`src/rtl/s_core_loader_pkg.sv`:
```
// s_core_loader_pkg
//   Shared definitions for the s_core setup/preload sequencer:
//   command opcodes, opcode field position within a command word,
//   and the sequencer state encoding.
package s_core_loader_pkg;

    // Opcode field of a command word: bits [31:28]; bits [27:0] are the argument.
    localparam int OP_MSB = 31;
    localparam int OP_LSB = 28;

    localparam logic [3:0] OP_IMEM = 4'h1;  // burst write into instruction memory
    localparam logic [3:0] OP_REG  = 4'h2;  // single register preload
    localparam logic [3:0] OP_PC   = 4'h3;  // set core start PC
    localparam logic [3:0] OP_RUN  = 4'h4;  // release the core
    localparam logic [3:0] OP_HALT = 4'h5;  // return core to setup mode

    typedef enum logic [2:0] {
        ST_WAIT_CMD = 3'd0,
        ST_GET_ADDR = 3'd1,
        ST_BURST    = 3'd2,
        ST_GET_REG  = 3'd3,
        ST_GET_PC   = 3'd4
    } loader_state_t;

endpackage : s_core_loader_pkg

```
`src/rtl/s_core_loader.sv`:
```
// s_core_loader
//   Setup/preload sequencer for s_core. Consumes a 32-bit command stream
//   over a valid/ready handshake and turns it into instruction-memory
//   writes, register-file preloads and the start PC, then releases the
//   core by deasserting setup.
//
// Ports
//   clk, rst                 clock, asynchronous active-high reset
//   s_valid / s_ready        command stream handshake (s_ready is always 1)
//   s_data                   command or payload word
//   inst_mem_addr/_data/_we  imem write port, one strobe per written word
//   load_reg_addr/_data/_we  register preload port
//   i_pc_instr_start_addr    core start PC
//   setup                    1 = core held in setup mode, 0 = running
//   busy                     loader is mid-command
//   err                      sticky protocol/range error
//   csum                     running burst checksum (only with LOADER_CSUM_EN)
//
// Optional feature macro: LOADER_CSUM_EN adds the csum output and its adder.
module s_core_loader
    import s_core_loader_pkg::*;
#(
    parameter int DATA_W     = 32,
    parameter int ADDR_W     = 32,
    parameter int REG_AW     = 5,
    parameter int CNT_W      = 16,
    parameter int IMEM_DEPTH = 1024
) (
    input  logic              clk,
    input  logic              rst,
    input  logic              s_valid,
    output logic              s_ready,
    input  logic [DATA_W-1:0] s_data,
    output logic [ADDR_W-1:0] inst_mem_addr,
    output logic [DATA_W-1:0] inst_mem_data,
    output logic              inst_mem_we,
    output logic [REG_AW-1:0] load_reg_addr,
    output logic [DATA_W-1:0] load_reg_data,
    output logic              load_reg_we,
    output logic [ADDR_W-1:0] i_pc_instr_start_addr,
    output logic              setup,
`ifdef LOADER_CSUM_EN
    output logic [DATA_W-1:0] csum,
`endif
    output logic              busy,
    output logic              err
);

    loader_state_t     state_q, state_d;
    logic [CNT_W-1:0]  cnt_q, cnt_d;
    logic [ADDR_W-1:0] burst_addr_q, burst_addr_d;
    logic [REG_AW-1:0] reg_idx_q, reg_idx_d;

    logic [ADDR_W-1:0] mem_addr_q, mem_addr_d;
    logic [DATA_W-1:0] mem_data_q, mem_data_d;
    logic              mem_we_q, mem_we_d;
    logic [REG_AW-1:0] reg_addr_q, reg_addr_d;
    logic [DATA_W-1:0] reg_data_q, reg_data_d;
    logic              reg_we_q, reg_we_d;
    logic [ADDR_W-1:0] pc_q, pc_d;
    logic              setup_q, setup_d;
    logic              err_q, err_d;
`ifdef LOADER_CSUM_EN
    logic [DATA_W-1:0] csum_q, csum_d;
`endif

    logic [3:0]        opcode;
    logic [ADDR_W-1:0] word_addr;
    logic              addr_in_range;

    assign opcode        = s_data[OP_MSB:OP_LSB];
    assign word_addr     = burst_addr_q >> 2;
    assign addr_in_range = word_addr < ADDR_W'(IMEM_DEPTH);

    always_comb begin
        state_d      = state_q;
        cnt_d        = cnt_q;
        burst_addr_d = burst_addr_q;
        reg_idx_d    = reg_idx_q;
        mem_addr_d   = mem_addr_q;
        mem_data_d   = mem_data_q;
        mem_we_d     = 1'b0;
        reg_addr_d   = reg_addr_q;
        reg_data_d   = reg_data_q;
        reg_we_d     = 1'b0;
        pc_d         = pc_q;
        setup_d      = setup_q;
        err_d        = err_q;
`ifdef LOADER_CSUM_EN
        csum_d       = csum_q;
`endif
        if (s_valid) begin
            unique case (state_q)
                ST_WAIT_CMD: begin
                    // Load commands are only honoured in setup mode; while the
                    // core runs they are flagged and their payload is left to
                    // be parsed as the next command.
                    if (opcode == OP_IMEM) begin
                        if (setup_q) begin
                            cnt_d   = s_data[CNT_W-1:0];
                            state_d = ST_GET_ADDR;
`ifdef LOADER_CSUM_EN
                            csum_d  = '0;
`endif
                        end else begin
                            err_d = 1'b1;
                        end
                    end else if (opcode == OP_REG) begin
                        if (setup_q) begin
                            reg_idx_d = s_data[REG_AW-1:0];
                            state_d   = ST_GET_REG;
                        end else begin
                            err_d = 1'b1;
                        end
                    end else if (opcode == OP_PC) begin
                        if (setup_q) begin
                            state_d = ST_GET_PC;
                        end else begin
                            err_d = 1'b1;
                        end
                    end else if (opcode == OP_RUN) begin
                        setup_d = 1'b0;
                    end else if (opcode == OP_HALT) begin
                        setup_d = 1'b1;
                    end else begin
                        err_d = 1'b1;
                    end
                end
                ST_GET_ADDR: begin
                    burst_addr_d = s_data[ADDR_W-1:0];
                    // A zero-length burst is a legal no-op.
                    state_d = (cnt_q == '0) ? ST_WAIT_CMD : ST_BURST;
                end
                ST_BURST: begin
                    // Out-of-range words are dropped but still counted, so the
                    // stream stays aligned with the host's framing.
                    if (addr_in_range) begin
                        mem_we_d   = 1'b1;
                        mem_addr_d = burst_addr_q;
                        mem_data_d = s_data;
                    end else begin
                        err_d = 1'b1;
                    end
`ifdef LOADER_CSUM_EN
                    csum_d = csum_q + s_data;
`endif
                    burst_addr_d = burst_addr_q + ADDR_W'(4);
                    cnt_d        = cnt_q - 1'b1;
                    if (cnt_q == CNT_W'(1)) begin
                        state_d = ST_WAIT_CMD;
                    end
                end
                ST_GET_REG: begin
                    // x0 is hardwired to zero in the core: swallow silently.
                    if (reg_idx_q != '0) begin
                        reg_we_d   = 1'b1;
                        reg_addr_d = reg_idx_q;
                        reg_data_d = s_data;
                    end
                    state_d = ST_WAIT_CMD;
                end
                ST_GET_PC: begin
                    pc_d    = s_data[ADDR_W-1:0];
                    state_d = ST_WAIT_CMD;
                end
                default: state_d = ST_WAIT_CMD;
            endcase
        end
    end

    always_ff @(posedge clk or posedge rst) begin
        if (rst) begin
            state_q      <= ST_WAIT_CMD;
            cnt_q        <= '0;
            burst_addr_q <= '0;
            reg_idx_q    <= '0;
            mem_addr_q   <= '0;
            mem_data_q   <= '0;
            mem_we_q     <= 1'b0;
            reg_addr_q   <= '0;
            reg_data_q   <= '0;
            reg_we_q     <= 1'b0;
            pc_q         <= '0;
            setup_q      <= 1'b1;
            err_q        <= 1'b0;
`ifdef LOADER_CSUM_EN
            csum_q       <= '0;
`endif
        end else begin
            state_q      <= state_d;
            cnt_q        <= cnt_d;
            burst_addr_q <= burst_addr_d;
            reg_idx_q    <= reg_idx_d;
            mem_addr_q   <= mem_addr_d;
            mem_data_q   <= mem_data_d;
            mem_we_q     <= mem_we_d;
            reg_addr_q   <= reg_addr_d;
            reg_data_q   <= reg_data_d;
            reg_we_q     <= reg_we_d;
            pc_q         <= pc_d;
            setup_q      <= setup_d;
            err_q        <= err_d;
`ifdef LOADER_CSUM_EN
            csum_q       <= csum_d;
`endif
        end
    end

    // The loader never back-pressures the host.
    assign s_ready               = 1'b1;
    assign inst_mem_addr         = mem_addr_q;
    assign inst_mem_data         = mem_data_q;
    assign inst_mem_we           = mem_we_q;
    assign load_reg_addr         = reg_addr_q;
    assign load_reg_data         = reg_data_q;
    assign load_reg_we           = reg_we_q;
    assign i_pc_instr_start_addr = pc_q;
    assign setup                 = setup_q;
    assign busy                  = (state_q != ST_WAIT_CMD);
    assign err                   = err_q;
`ifdef LOADER_CSUM_EN
    assign csum                  = csum_q;
`endif

endmodule : s_core_loader

```
`config.mk`:
```
export PLATFORM = sky130hd
export DESIGN_NAME = s_core_loader
export DESIGN_NICKNAME = d
export VERILOG_FILES = /design/src/rtl/s_core_loader_pkg.sv /design/src/rtl/s_core_loader.sv
export SDC_FILE = /design/constraint.sdc
export NUM_CORES = 1
export LEC_CHECK = 0
export BUFFER_PORTS_ARGS = -buffer_cell sky130_fd_sc_hd__buf_4
export CAP_MARGIN = 20
export CORE_MARGIN = 1.5
export CORE_UTILIZATION = 45
export DETAILED_ROUTE_END_ITERATION = 6
export PLACE_DENSITY = 0.65
export SYNTH_ARGS = -nofsm -noshare
export SYNTH_HDL_FRONTEND = slang
export SYNTH_SLANG_ARGS = --single-unit
```
`constraint.sdc`:
```
create_clock -name clk -period 5.9 [get_ports clk]
set_input_delay 0 -clock clk [delete_from_list [all_inputs] [get_ports clk]]
set_output_delay 0 -clock clk [all_outputs]
set_load 0.05 [all_outputs]
```
### Yosys cells after proc, flatten, opt, wreduce, memory -nomap -nowiden

Index checks and enable logic that the tools add are counted.

| storage, ports and cells | value |
|---|---|
| word-level logic and storage cells | 84 |
| input bits | 35 |
| output and inout port bits | 139 |
| bits in registers | 193 |

| operators by class | value |
|---|---|
| bitwise operators | 3 |
| equality and inequality tests | 20 |
| muxes and demuxes | 29 |
| reductions and logical operators | 16 |
| add/sub/neg operators | 2 |
| magnitude comparators | 1 |

Operators by type and width:

| cell | number |
|---|---|
| one-hot mux 32 bit (2 select lines) | 1 |
| adder 32 x 3 -> 32 bit, second input constant | 1 |
| two-way mux 16 bit | 2 |
| one-hot mux 16 bit (2 select lines) | 1 |
| < comparator 30 x 11 -> 1 bit, second input constant | 1 |
| two-way mux 3 bit | 7 |
| equality test 16 x 1 -> 1 bit, second input constant | 1 |
| zero test 16 bit | 1 |
| subtractor 16 x 1 -> 16 bit, second input constant | 1 |
| two-way mux 1 bit | 15 |
| AND reduction 6 bit | 2 |
| inequality test 5 bit, second input constant | 2 |
| AND reduction 5 bit | 2 |
| inequality test 3 bit, second input constant | 3 |
| one-hot mux 3 bit (3 select lines) | 1 |
| equality test 4 x 2 -> 1 bit, second input constant | 2 |
| equality test 4 x 3 -> 1 bit, second input constant | 2 |
| inequality test 2 bit, second input constant | 4 |
| equality test 3 x 2 -> 1 bit, second input constant | 2 |
| AND reduction 3 bit | 2 |
| nonzero test 2 bit | 3 |
| nonzero test 5 bit | 1 |
| equality test 4 x 1 -> 1 bit, second input constant | 1 |
| inequality test 4 bit, second input constant | 1 |
| 9 further kinds | 12 |

### Depth between registers and ports, before layout

Gate-level depths: netlist of the first run.

| depth | value |
|---|---|
| depth after elaboration | 7 |
| depth in mapped cells | 9 |
| mapped depth without buffers | 6 |

### Least setup slack after synthesis of the first run

No wires, ideal clock.

| timing | value |
|---|---|
| path kind | reg2reg |
| start | register state_q[1] |
| end | register state_q[1] |
| slack | 3.828 ns |
| period minus slack after synthesis | 2.072 ns |
| path buffers | 1 |
| stages on the path, launching flop included | 7 |
| arrival | 1.947 ns |
| library setup time | 0.125 ns |
| cell sequence | dfrtp_1 -> buf_2 -> nor3_2 -> inv_1 -> o221ai_1 -> o21bai_1 -> mux2_2 |

| between the ends | value |
|---|---|
| word-level cells in the longest chain between the ends | 3 |
| elaborated cells on any way between the ends | 10 |
| those cells by class | eq/ne: 7; mux: 1; reduce/logical: 2 |

RTL lines:

| what | RTL line | source |
|---|---|---|
| start: declaration | s_core_loader.sv:49 | `loader_state_t state_q, state_d;` |
| start signal: assignment | s_core_loader.sv:190 | `state_q <= state_d;` |
| equality test 3 x 2 -> 1 bit / zero test 3 bit (equally long branches) | s_core_loader.sv:93 | `unique case (state_q)` |
| inequality test 2 bit (no source line) (tied with other cells) | -- |  |
| AND reduction 6 bit (no source line) | -- |  |

Several ways; a longest one is shown, not always the timed one.
A chain may end at the register's enable or synchronous reset.

### Worst setup path in the final report of the first run

| timing | value |
|---|---|
| start | register state_q[1] |
| end | register mem_data_q[2] (netlist: inst_mem_data[2]) |

| between the ends | value |
|---|---|
| word-level cells in the longest chain between the ends | 2 |

RTL lines:

| what | RTL line | source |
|---|---|---|
| equality test 3 x 2 -> 1 bit | s_core_loader.sv:93 |  |
| AND reduction 3 bit (no source line) | -- |  |
| end signal: assignment | s_core_loader.sv:195 | `mem_data_q <= mem_data_d;` |
| end: declaration | s_core_loader.sv:55 | `logic [DATA_W-1:0] mem_data_q, mem_data_d;` |

Every way passes these cells.

==> results of run 1 <==
-- tightest hold or removal path: cells and delay by family --
family	cells	cell delay [ns]
buf+inv	3	1.22
-- synthesized netlist by cell type (all sizes together), types with 11 or more instances --
cell type,n
a21oi,40
dfrtp,192
and3,13
nor2,40
o22a,11
nor2b,22
nor4,12
clkbuf,25
mux2,115
o21ai,31
o22ai,12
nand2,44
nor3,20
buf,24
nand3,19
-- how the worst min path moves through the flow --
stage              start                 to  slack [ns]  cells after the start
6_report             rst   inst_mem_addr[8]        0.25                      3
5_1_grt              rst   inst_mem_addr[8]        0.36                      3
4_1_cts              rst   inst_mem_addr[8]        0.32                      3
3_5_place_dp         rst   inst_mem_addr[8]        0.24                      2
3_3_place_gp         rst  inst_mem_addr[10]        0.22                      2
2_1_floorplan  s_data[0]    burst_addr_q[0]        0.11                      2
-- layout make-up --
class | count | area (um^2)
clock buffer | 18 | 439
sequential | 193 | 4830
fill | 1558 | 7700
clock inverter | 14 | 170
tap | 234 | 293
inverter | 8 | 37.5
multi-input combinational | 474 | 3490
timing repair buffer | 212 | 1680
-- flip-flops by register name, indices dropped and copies added, names as in the netlist, 3 cells and up --
register	count
load_reg_data	32
load_reg_addr	5
inst_mem_data	32
inst_mem_addr	32
burst_addr_q	32
cnt_q	16
state_q	3
i_pc_instr_start_addr	32
reg_idx_q	5
-- cells in the final DEF (no fill, tap or decap), types with 10 or more instances in the layout --
| cell | count |
|---|---|
| sky130_fd_sc_hd__a21oi_1 | 40 |
| sky130_fd_sc_hd__a31oi_1 | 10 |
| sky130_fd_sc_hd__and3_1 | 12 |
| sky130_fd_sc_hd__buf_4 | 177 |
| sky130_fd_sc_hd__clkbuf_16 | 17 |
| sky130_fd_sc_hd__dfrtp_1 | 192 |
| sky130_fd_sc_hd__dlygate4sd3_1 | 34 |
| sky130_fd_sc_hd__mux2_2 | 114 |
| sky130_fd_sc_hd__nand2_1 | 44 |
| sky130_fd_sc_hd__nand3_1 | 18 |
| sky130_fd_sc_hd__nand4_1 | 10 |
| sky130_fd_sc_hd__nor2_1 | 39 |
| sky130_fd_sc_hd__nor2b_1 | 21 |
| sky130_fd_sc_hd__nor3_1 | 19 |
| sky130_fd_sc_hd__nor4_1 | 10 |
| sky130_fd_sc_hd__o21ai_0 | 29 |
| sky130_fd_sc_hd__o22a_1 | 11 |
| sky130_fd_sc_hd__o22ai_1 | 12 |
-- routing by layer --
| metal | vias up | routed length [um] | global-route usage [%] |
|---|---|---|---|
| met5 | - | 0 | 0 |
| met3 | 33 | 921 | 3.70 |
| met4 | 0 | 418 | 8.28 |
| met1 | 3225 | 9200 | 27.9 |
| met2 | 188 | 10500 | 37.0 |
| li1 | 3011 | - | - |
-- power by group --
part,internal [mW],switching [mW],total (mW)
clock network,0.651,0.531,1.18
logic,0.652,1.15,1.80
registers,1.66,0.351,2.01
-- through the flow --
| stage | hold slack (ns) | setup WS [ns] |
|---|---|---|
| global placement | 0.225 | 2.60 |
| detailed placement | 0.237 | 2.42 |
| global route | 0.363 | 2.16 |
| CTS | 0.322 | 2.42 |
| finish | 0.254 | 2.43 |
| floorplan | 0.105 | 0.646 |
-- cell families (layout without fill, tap and decap cells) --
group                      Yosys count  in the layout
and+or+nand+nor                    203            203
DFF                                193            193
AOI/OAI and AO/OA                  146            146
muxes                              118            118
buffers and inverters               57            252
adders and majority gates            4              4
xor gates and xnor gates             2              2
other                                1              1
==> results, run 1 <==
- The cell area after synthesis is between 0.008 and 0.009 mm^2.
- The cell that appears most often on the critical path is sky130_fd_sc_hd__buf_4.
- For this run, the detailed router's first-pass iteration total came to 5.
- Counting flops and latches in the post-synthesis netlist gives approximately 190.
- Timing would allow up to ~290 MHz.
- The top cell type by area accounts for 56.2% of the synthesized area.
- The number of synthesized flops with an enable pin is 0.
- The area of the core is ~0.019 mm^2.
- The critical path capture point type is a register.
- Entering global routing, the biggest net connects roughly 120 pins.
- The async set-reset flop share out of synthesis is 100%.
- Synthesis produced a netlist whose cell count is 724.
- Yosys printed 0 warnings.
- The number of pins exceeding their max-slew limit in the final report is 0.
- The placed instances occupy a cell area of between 0.009 and 0.01 mm^2.
- The maximum buffer depth of the clock tree is 2.
- STA classifies the critical path startpoint as a register.
- The floorplan step set the die width to between 100 and 150 um.
- Summed over all cells, the static leakage comes to ~5.2 nW.
- The floorplan step set the die height to about 140 um.
- The total power divided by cell area is approximately 460 mW/mm^2.
- For this run, design rule violations remaining after detail routing come to 0.
- The largest family of logic cells by synthesized area is multiplexers.
- Using the TritonRoute via totals, the vias-per-cell ratio works out to 5.60.
- The final antenna diode count is 0.
- Buffers added to address setup during post-CTS repair amount to 0.
- The number of failing hold endpoints at the final stage is 0.
- The via total after detailed routing is 6,457.
- The parity-gate share of the synthesized area counting xor and xnor cells is less than 1%.
- The initial antenna violation count is 0.
- After layout, the worst path uses 58.9% of the clock period.
- The effective utilization at floorplan is 45.9%.
- The data required time of the worst path is a little over 6 ns.
- The number of nets produced by synthesis is about 760.
- The layout net count is between 900 and 1,000.
- The final routed wire length divided by cell count is ~18 um.
- The most critical setup path has its startpoint at state_q[1].
- The worst clock skew is around 0.011 ns.
- The synthesized design spends more area on one cell type than any other, namely sky130_fd_sc_hd__dfrtp_1.
- The power consumption is between 5 and 6 mW.
- After the flow finishes, the layout carries non-filler instances totaling between 1,000 and 1,500.
- After legalization and detailed placement, the total HPWL measured between 10,000 and 15,000 um.
- Data on the critical path arrives at its endpoint at roughly 3.8 ns.
- The worst register-to-register path begins at state_q[1].
- Clock latency on the worst-skew pair, taken at its later pin, is about 0.43 ns.
- The count of distinct cell types in the synthesized netlist is between 60 and 70.
- The clock sink total is around 190.
- Setup violations remaining at the end of the flow were counted as 0.
- The worst register-to-register path ends at inst_mem_data[2].
- The wire length of the first global-routing pass is around 34,000 um.
- The post-synthesis compound-gate area fraction is between 10 and 15%.
- The dominant register cell in the synthesized netlist is sky130_fd_sc_hd__dfrtp_1.
- For the final routed database, the setup TNS stands at 0 ns.
- Measured in cells, the most critical reg-to-reg path has a length of 6.
- The cell type group with the largest total delay on the critical path is simple AND/OR/NAND/NOR gates.
- The fraction of the mapped netlist area in simple logic gates is about an eighth.
- The routed wire length is 21,000 um.
- Traced cell by cell, the critical path runs through nor3b_4 -> buf_4 -> nand2_1 -> nor2_4 -> buf_4 -> mux2_2.
- The total number of H-tree levels is 4.
- The max-capacitance violation count is 0.
- The layout overhead on the synthesized area is 28.0%.
- The worst setup path is of the register to register kind.
- Across the VDD grid, the largest voltage drop is 0.000240 V.
- The worst-path cell with the longest stage delay is sky130_fd_sc_hd__nor2_4.
- The row count is 50.
- The flow ran to the end, and the final reports show no timing, DRC or antenna violations.
- The global-route congestion overflow total is 0.
- In this run the register-to-register setup slack is between 2 and 2.5 ns.
- The total clock buffers created by CTS is 17.
- The end point of the critical path is inst_mem_data[2].
- The number of buffers and inverters on the critical path is 2.
- The via count of the first global-routing pass was roughly 6,500.
- Once the clock tree was built, the resizer swapped 0 gates to a different size.
- The slew at the pin closest to its max-slew limit is 1.03 ns.
- The count of buffers from port buffering is between 150 and 200.
- Yosys attributes the largest share of cell area to sky130_fd_sc_hd__dfrtp_1 56%, sky130_fd_sc_hd__mux2_2 15%, sky130_fd_sc_hd__a21oi_1 2.3%.
- In this run the count of I/O pins placed on the die edge is 174.
- The finished cells cover 0.0109 mm^2.
- The smallest clock period supported by the final layout is computed as approximately 3.5 ns.
- The final weighted congestion of routability-driven global placement is about 0.86.
- Global routing used between 20 and 25% of the available tracks.
- Clock-pin slew was measured on the worst setup and hold paths at 0.08 ns.
- The highest net fanout along the worst path is 60.
- After the first detailed-routing iteration, the DRC count stood at between 300 and 400.
- The TritonCTS clock tree is built.
- Of the total synthesized cell area, the portion taken by full adders, half adders and majority gates is less than 1%.
- The die covers 0.0198 mm^2.
- The tightest min-delay check is of the primary input to asynchronous set/reset pin type.
- In this run, placement finished with an instance count of roughly 1,100.
- For this run, the slowest stage of the critical path takes around 0.86 ns.
- In this run the clock root is driven by a sky130_fd_sc_hd__clkbuf_16.
- The average cell area after synthesis is 11.8 um^2.
- The critical path crosses 6 cells after its start point.
- Of the cells placed in the final design, the portion with a size suffix greater than 1 is between 30% and 40%.
- The final cell utilization of the core is roughly 60%.
- The worst pin sits at a relative slew slack of between 30% and 40%.
- The share of the Yosys chip area taken by registers is between 50% and 60%.
- The number of routed nets with antenna violations is 0.
- The number of hold buffers added after CTS was 34.
- In the synthesized netlist, mux cells make up between 10% and 20% of the area.
- Setup repair after global routing left no endpoint under its margin.
Note: power is estimated with default switching activity, not from simulation.
==> inputs of run 2 (changes only) <==
--- a/config.mk
+++ b/config.mk
@@ -5,12 +5,13 @@
 export SDC_FILE = /design/constraint.sdc
 export NUM_CORES = 1
 export LEC_CHECK = 0
+export ABC_AREA = 1
 export BUFFER_PORTS_ARGS = -buffer_cell sky130_fd_sc_hd__buf_4
 export CAP_MARGIN = 20
 export CORE_MARGIN = 1.5
 export CORE_UTILIZATION = 45
 export DETAILED_ROUTE_END_ITERATION = 6
-export PLACE_DENSITY = 0.65
+export PLACE_DENSITY = 0.68
 export SYNTH_ARGS = -nofsm -noshare
 export SYNTH_HDL_FRONTEND = slang
 export SYNTH_SLANG_ARGS = --single-unit
==> constraint.sdc (replaced) <==
create_clock -name clk -period 2.9 [get_ports clk]
set_input_delay 0 -clock clk [delete_from_list [all_inputs] [get_ports clk]]
set_output_delay 0 -clock clk [all_outputs]
set_load 0.05 [all_outputs]
==> results, run 2 <==
- The startpoint identified for the worst register-to-register timing path is state_q[1].
- The area enclosed by the die boundary was 0.0206 mm^2 (+3.6%).
- The fraction of the mapped netlist area in simple logic gates came to 26.2% (+13 points).
- The wire length of the first global-routing pass is 40,200 um (+18%).
- The final worst slack is 0.768 ns (-1.66 ns).
- The number of failing hold endpoints at the final stage is 0 (unchanged).
- The signal on the critical path passes through nor2_1 -> nand2_2 -> inv_2 -> nand2_1 -> nand2_1 -> nand2_1 -> inv_2 -> o21ai_0 -> nand2_1 -> nand2_1.
- The sequential cell area fraction in the yosys report is 54.5% (-2.0 points).
- The cell count of the worst reg-to-reg path is 10 (+4).
- The clock latency reported for the late side of the worst-skew pair is 0.44 ns (about the same).
- Counting instances in the post-synthesis netlist gives the leading cell types as 404 x sky130_fd_sc_hd__nand2_1, 192 x sky130_fd_sc_hd__dfrtp_1, 112 x sky130_fd_sc_hd__o21ai_0.
- After synthesis, the largest family of logic cells by area is simple AND/OR/NAND/NOR gates.
- The parity-gate share of the synthesized area counting xor and xnor cells came to 0.296% (+0.091 points).
- The number of buffers and inverters on the critical path is 2 (unchanged).
- The clock sink total is 193 (unchanged).
- Setup repair after global routing left no endpoint under its margin.
- The routed wire length came to 25,100 um (+19%).
- The highest net fanout along the worst path is 20 (-67%).
- The most critical setup path has its startpoint at state_q[1].
- The final routed wire length divided by cell count is 15.6 um (-14%).
- The adder-cell share of the synthesized area was 0.564% (-0.021 points).
- The startpoint type of the worst setup path is a register.
- Ranked by total cell area, the synthesized netlist is headed by sky130_fd_sc_hd__dfrtp_1 54%, sky130_fd_sc_hd__nand2_1 17%, sky130_fd_sc_hd__o21ai_0 6.3%.
- The layout cell share with drive strength beyond 1 came to 17.4% (-20 points).
- The number of failing setup endpoints in the final timing report came to 0 (unchanged).
- The maximum number of pins on one net before global-route repair was 67 (-46%).
- The HPWL after detailed placement is 18,000 um (+26%).
- The maximum resistive drop on vdd is 0.000720 V (+200%).
- The total power divided by cell area is 918 mW/mm^2 (+100%).
- The DRC violations left was 0 (unchanged).
- The share of the clock period used by the worst path is 73.5% (+15 points).
- The number of cells on the critical path is 10 (+4).
- The count of distinct cell types in the synthesized netlist was 31 (-54%).
- The number of synthesized flops with an enable pin is 0 (unchanged).
- The number of warning messages in the yosys log is 0 (unchanged).
- The final weighted congestion of routability-driven global placement was 0.912 (+6.4%).
- The count of buffers from port buffering is 172 (unchanged).
- The setup TNS is 0 ns (unchanged).
- The maximum buffer depth of the clock tree is 2 (unchanged).
- The via total after detailed routing is 8,003 (+24%).
- The worst setup slack before clock tree synthesis is 0.803 ns (-1.62 ns).
- The iteration-0 DRC count of the detailed router came to 527 (+41%).
- The global-route congestion overflow total is 0 (unchanged).
- The number of pins exceeding their max-slew limit in the final report is 0 (unchanged).
- The time the worst path needs with I/O delays and setup is 2.13 ns (-1.34 ns).
- In this run the critical register-to-register path is captured at cnt_q[5].
- The number of ports placed on the die boundary is 174 (unchanged).
- The top achievable clock speed is 469 MHz (+63%).
- The critical path ends at cnt_q[5].
- The flop-to-flop setup slack is 0.77 ns (-1.66 ns).
- The cell type group with the largest total delay on the critical path is simple AND/OR/NAND/NOR gates.
- The die outline height is 143 um (+1.8%).
- The slew at the pin closest to its max-slew limit was 0.657 ns (-0.371 ns).
- The max-capacitance violation count came to 0 (unchanged).
- The fraction of post-synthesis cell area in the top cell type by area was 54.2% (-2.0 points).
- The data required time of the worst path was 3.23 ns (-2.99 ns).
- The critical path capture point type is a register.
- The number of gates resized after cts is 0 (unchanged).
- The final antenna diode count is 0 (unchanged).
- The post-synthesis compound-gate area fraction is 11.1% (-0.11 points).
- The run finished with clean final reports.
- The root buffer cell chosen for the clock tree is sky130_fd_sc_hd__clkbuf_16.
- The proportion of power drawn by the clock network is 23.5% (about the same).
- The stage delay of the slowest cell on the critical path came to 0.44 ns (-0.42 ns).
- The layout net count is 1,366 (+45%).
- The row count is 51 (+2.0%).
- The die width was 143 um (+1.8%).
- The power share of the combinational group is 38.3% (+2.2 points).
- The multiplexer share of the synthesized area is 0% (-16 points).
- The cell area after synthesis is 0.00887 mm^2 (+3.7%).
- The detail-routed via count per cell is 4.99 (-11%).
- The initial antenna violation count is 0 (unchanged).
- The signal arrival time at the worst endpoint is 2.46 ns (-1.33 ns).
- By instance count, the cell type seen most on the critical path is sky130_fd_sc_hd__nand2_1.
- The number of routed nets with antenna violations was 0 (unchanged).
- The top cell types in the final layout, fill and taps aside, are 403 x sky130_fd_sc_hd__nand2_1, 192 x sky130_fd_sc_hd__dfrtp_1, 179 x sky130_fd_sc_hd__buf_4.
- The power consumption is 10.5 mW (+110%).
- The TritonCTS clock tree is built.
- The most used flip-flop cell after synthesis is sky130_fd_sc_hd__dfrtp_1.
- The via count of the first global-routing pass is 7,598 (+17%).
- The number of synthesized register bits was 193 (unchanged).
- The total number of H-tree levels was 4 (unchanged).
- The critical path is of the register to register type.
- The synthesized instance count is 1,134 (+57%).
- The switching part of the total power was 44.6% (+3.9 points).
- The clock transition at the registers of the reported paths is 0.08 ns (about the same).
- Compared with the post-synthesis result, the final layout area differs by 28.5%.
- The library cell with the highest instance count after synthesis is sky130_fd_sc_hd__nand2_1.
- The effective utilization at floorplan is 45.7% (-0.15 points).
- The average cell area after synthesis is 7.82 um^2 (-34%).
- The relative slew slack came to 56.1% (+25 points).
- The global-route usage over all layers is 25.3% (+3.6 points).
- The number of nets produced by synthesis is 1,173 (+54%).
- The total leakage power is 5.93 nW (+13%).
- The relative contribution of sequential cells to total power came to 38.2% (-2.1 points).
- The area of the core was 0.0194 mm^2 (+4.1%).
- The worst hold path belongs to the class primary input to asynchronous set/reset pin.
- The net switching power came to 4.67 mW (+130%).
- The worst clock skew was 0.0127 ns (+0.00178 ns).
- The most area-hungry cell type in the Yosys netlist is sky130_fd_sc_hd__dfrtp_1.
- The total clock buffers created by CTS came to 17 (unchanged).
- The first-pass iteration count of the detailed router was 5 (unchanged).
- Leaving out fill and tap cells, the most frequent cell in the layout is sky130_fd_sc_hd__nand2_1.
- The internal power contribution came to 5.80 mW (+95%).
- Among all stages on the critical path, the largest delay is contributed by sky130_fd_sc_hd__dfrtp_1.
- The async set-reset flop share out of synthesis is 100% (unchanged).
-- run 2: metal layers --
| metal | wire length [um] | share of wire (%) | track usage (%) | up-vias |
|---|---|---|---|---|
| met5 | 0 | 0 | 0 | - |
| met4 | 249 | 0.99 | 5.53 | 0 |
| met3 | 1520 | 6.0 | 5.00 | 26 |
| met2 | 12100 | 48 | 42.5 | 281 |
| met1 | 11200 | 45 | 34.0 | 3733 |
| li1 | - | - | - | 3963 |
-- run 2: tightest hold or removal path: stages --
cell and delay, ns:
sky130_fd_sc_hd__dlygate4sd3_1 0.54, sky130_fd_sc_hd__buf_4 0.14, sky130_fd_sc_hd__clkinvlp_4 0.44
-- run 2: worst min path at each step --
stage               start  cells past startpoint                         to  slack, ns
2_1_floorplan  s_data[12]                      2          inst_mem_data[12]       0.16
4_1_cts               rst                      3          inst_mem_addr[13]       0.23
3_3_place_gp          rst                      2  i_pc_instr_start_addr[19]       0.13
5_1_grt               rst                      3          inst_mem_addr[19]       0.26
6_report              rst                      3          inst_mem_addr[13]       0.22
3_5_place_dp          rst                      2          inst_mem_addr[13]       0.13
-- run 2: layout make-up --
class	count	area, um^2
Clock buffer	17	425
Clock inverter	15	213
Fill cell	1827	8010
Inverter	118	447
Multi-Input combinational cell	780	3390
Sequential cell	193	4830
Tap cell	265	332
Timing Repair Buffer	217	1750
-- run 2: power groups by stage --
| stage | registers (mW) | clock network, mW | logic (mW) |
|---|---|---|---|
| 3_3_place_gp | 4.01 | 0 | 3.90 |
| 4_1_cts | 3.98 | 2.49 | 4.01 |
| 2_1_floorplan | 4.86 | 0 | 1.88 |
| 5_1_grt | 4.08 | 2.59 | 4.42 |
| 3_5_place_dp | 4.01 | 0 | 3.96 |
| 6_report | 4.00 | 2.46 | 4.01 |
-- run 2: metrics by stage --
step | hold WS [ns] | instances | area (um^2) | utilization (%)
detailed placement | 0.132 | 1538 | 10400 | 53.6
floorplan | 0.163 | 1134 | 8870 | -
global placement | 0.129 | 1538 | 10400 | 53.6
CTS | 0.232 | 1605 | 11400 | 58.7
global route | 0.260 | 1605 | 11400 | 58.7
finish | 0.216 | 1605 | 11400 | 58.7
-- run 2: cells by family (layout without fill, tap and decap cells) --
group                    count (synthesis)  count (layout)
AO/OA/AOI/OAI                          192             192
XOR/XNOR                                 3               3
adder cells (fa/ha/maj)                  4               4
buffers and inverters                  161             367
flip-flops                             193             193
other                                    1               1
AND/OR/NAND/NOR                        580             580
-- run 2: what timing repair did --
item                                   in CTS  in global routing
hold buffers                               35                  0
buffers inserted                            0                  0
endpoints found under the hold margin     151                  0
==> inputs of run 3 (changes only) <==
==> constraint.sdc (replaced) <==
create_clock -name clk -period 1.8 [get_ports clk]
set_input_delay 0 -clock clk [delete_from_list [all_inputs] [get_ports clk]]
set_output_delay 0 -clock clk [all_outputs]
set_load 0.05 [all_outputs]
==> results, run 3 (synthesis results as in run 2) <==
- The effective utilization at floorplan was 45.7% (unchanged).
- The layout cell share with drive strength beyond 1 is 19.7% (+2.3 points).
- The critical setup path kind is register to register.
- The slew at the pin closest to its max-slew limit was 0.595 ns (-0.0617 ns).
- The total power divided by cell area is 1480 mW/mm^2 (+61%).
- The total number of H-tree levels is 4 (unchanged).
- The flow ran to the end, and the final reports show no timing, DRC or antenna violations.
- The placed standard-cell area is 0.0107 mm^2 (+2.7%).
- The final instance area is 0.0117 mm^2 (+2.4%).
- The relative slew slack is 60.3% (+4.2 points).
- The global-route congestion overflow total is 0 (unchanged).
- The post-route non-filler standard cell count is 1,634 (+1.8%).
- The number of ports placed on the die boundary is 174 (unchanged).
- The die outline height is 143 um (unchanged).
- The area enclosed by the die boundary is 0.0206 mm^2 (unchanged).
- The number of buffers and inverters on the critical path came to 3 (+1).
- The number of failing setup endpoints in the final timing report is 0 (unchanged).
- The startpoint type of the worst setup path is a register.
- The routed wire length is 25,400 um (+1.3%).
- The DRC violations left is 0 (unchanged).
- The final routed wire length divided by cell count is 15.5 um (-0.51%).
- The detail-routed via count per cell is 4.95 (-0.72%).
- The cell repeated most along the worst path is sky130_fd_sc_hd__nand2_1.
- The row count is 51 (unchanged).
- The total clock buffers created by CTS came to 17 (unchanged).
- The stage delay of the slowest cell on the critical path is 0.41 ns (-0.03 ns).
- The maximum buffer depth of the clock tree came to 2 (unchanged).
- The layout overhead on the synthesized area is 31.6%.
- The initial antenna violation count came to 1 (+1).
- The final worst slack is 0.136 ns (-0.632 ns).
- The power consumption is 17.3 mW (+65%).
- In this run the critical register-to-register path is captured at cnt_q[11].
- The total leakage power is 6.07 nW (+2.5%).
- The signal arrival time at the worst endpoint is 1.98 ns (-0.48 ns).
- The area occupied by registers came to 0.00483 mm^2 (about the same).
- The top achievable clock speed is 601 MHz (+28%).
- The launching point of the worst reg2reg path is state_q[0].
- The max-capacitance violation count is 0 (unchanged).
- The critical path goes through inv_1 -> nand3_2 -> buf_4 -> nand2_1 -> nand2_1 -> buf_4 -> o21ai_0 -> nand2_1.
- The count of buffers from port buffering was 172 (unchanged).
- The maximum resistive drop on vdd came to 0.000892 V (+24%).
- The worst setup slack before clock tree synthesis is 0.0905 ns (-0.713 ns).
- The final weighted congestion of routability-driven global placement is 0.886 (-2.8%).
- The data required time of the worst path is 2.12 ns (-1.11 ns).
- The die width came to 143 um (unchanged).
- The wire length of the first global-routing pass is 40,100 um (-0.24%).
- The clock transition at the registers of the reported paths is 0.08 ns (about the same).
- The global-route usage over all layers is 25.5% (+0.19 points).
- The time the worst path needs with I/O delays and setup is 1.66 ns (-0.468 ns).
- Clock tree synthesis selected as its root buffer the cell sky130_fd_sc_hd__clkbuf_16.
- The count of fill cells added during filler insertion came to 1,757 (-3.8%).
- The number of pins exceeding their max-slew limit in the final report came to 0 (unchanged).
- The number of failing hold endpoints at the final stage was 0 (unchanged).
- Leaving out fill and tap cells, the most frequent cell in the layout is sky130_fd_sc_hd__nand2_1.
- The layout net count is 1,394 (+2.0%).
- The slowest stage of the critical path is the sky130_fd_sc_hd__dfrtp_1 cell.
- The library cells used most frequently in the layout, excluding fill and tap cells, are 403 x sky130_fd_sc_hd__nand2_1, 203 x sky130_fd_sc_hd__buf_4, 190 x sky130_fd_sc_hd__dfrtp_1.
- The clock sink total is 193 (unchanged).
- The placed instance count was 1,567 (+1.9%).
- The footprint of the multi-input gates is 0.00342 mm^2 (+0.74%).
- The number of routed nets with antenna violations is 0 (unchanged).
- The min-delay analysis places its worst path in the category primary input to asynchronous set/reset pin.
- TritonCTS built the clock tree.
- The worst clock skew is 0.0106 ns (-0.00217 ns).
- The clock latency reported for the late side of the worst-skew pair is 0.44 ns (about the same).
- The highest net fanout along the worst path came to 25 (+25%).
- Setup repair after global routing left no endpoint under its margin.
- The iteration-0 DRC count of the detailed router is 502 (-4.7%).
- The flop-to-flop setup slack is 0.14 ns (-0.63 ns).
- The cell count of the worst reg-to-reg path is 8 (-2).
- The HPWL after detailed placement is 18,200 um (+0.94%).
- The final cell utilization of the core is 60.1% (+1.4 points).
- The maximum number of pins on one net before global-route repair is 104 (+55%).
- The share of the clock period used by the worst path was 92.5% (+19 points).
- The via count of the first global-routing pass is 7,439 (-2.1%).
- The via total after detailed routing was 8,089 (+1.1%).
- The critical path capture point type is a register.
- In this design, the largest share of critical-path delay is due to buffers and inverters.
- The first-pass iteration count of the detailed router came to 5 (unchanged).
- The area of the core is 0.0194 mm^2 (unchanged).
## run 3: cell types whose count changed in the layout (fill, tap and decap cells not counted), moves of 2 or more
cell / delta
sky130_fd_sc_hd__buf_12: +5
sky130_fd_sc_hd__dfrtp_1: -2
sky130_fd_sc_hd__clkinv_8: -4
sky130_fd_sc_hd__inv_4: +2
sky130_fd_sc_hd__nor2_1: -3
sky130_fd_sc_hd__buf_4: +24
sky130_fd_sc_hd__dfrtp_2: +2
sky130_fd_sc_hd__inv_6: +2
sky130_fd_sc_hd__nor2_2: +2
## run 3: per-layer routing
metal	track usage (%)	vias up	part of all wire (%)
met2	41.6	276	47
met3	4.43	32	6.2
met5	0	-	0
met1	34.2	3753	45
met4	9.08	0	2.1
li1	-	4028	-
## run 3: how the worst max path moves through the flow
stage,slack (ns),endpoint,start,cells after the start
3_3_place_gp,0.09,burst_addr_q[27],burst_addr_q[3],9
3_5_place_dp,0.09,burst_addr_q[26],burst_addr_q[3],10
2_1_floorplan,-0.69,burst_addr_q[0],rst,1
4_1_cts,0.08,burst_addr_q[26],burst_addr_q[3],10
6_report,0.14,cnt_q[11],state_q[0],8
5_1_grt,0.002,burst_addr_q[16],burst_addr_q[3],8
## run 3: metrics by stage
stage	TNS, ns	hold slack [ns]
final	0	0.275
after global routing	0	0.328
after CTS	0	0.311
after detailed placement	0	0.218
after global placement	0	0.217
after floorplan	-132.46	0.163
## run 3: worst min-delay path, delay by kind of cell
family,cells,cell delay (ns)
buf+inv,4,1.14
## run 3: area by class of cell
cell class	count	share of cell area, %
clock inverters	13	1.40
flip-flops and latches	193	41.4
repair buffers	245	17.4
well taps	265	2.84
clock buffers	19	3.80
diodes	1	0.0214
inverters	118	3.87
multi-input cells	780	29.3
## run 3: power breakdown
part	total, mW	internal (mW)	switching, mW
logic	7.13	2.28	4.86
registers	6.28	5.40	0.878
clock network	3.89	2.03	1.86
## run 3: what timing repair did
| action | CTS | global route |
|---|---|---|
| setup endpoints to repair | 0 | 19 |
| endpoints found under the hold margin | 317 | 0 |
| buffers inserted | 0 | 0 |
| hold buffers | 34 | 0 |
| gates resized for setup | 0 | 14 |
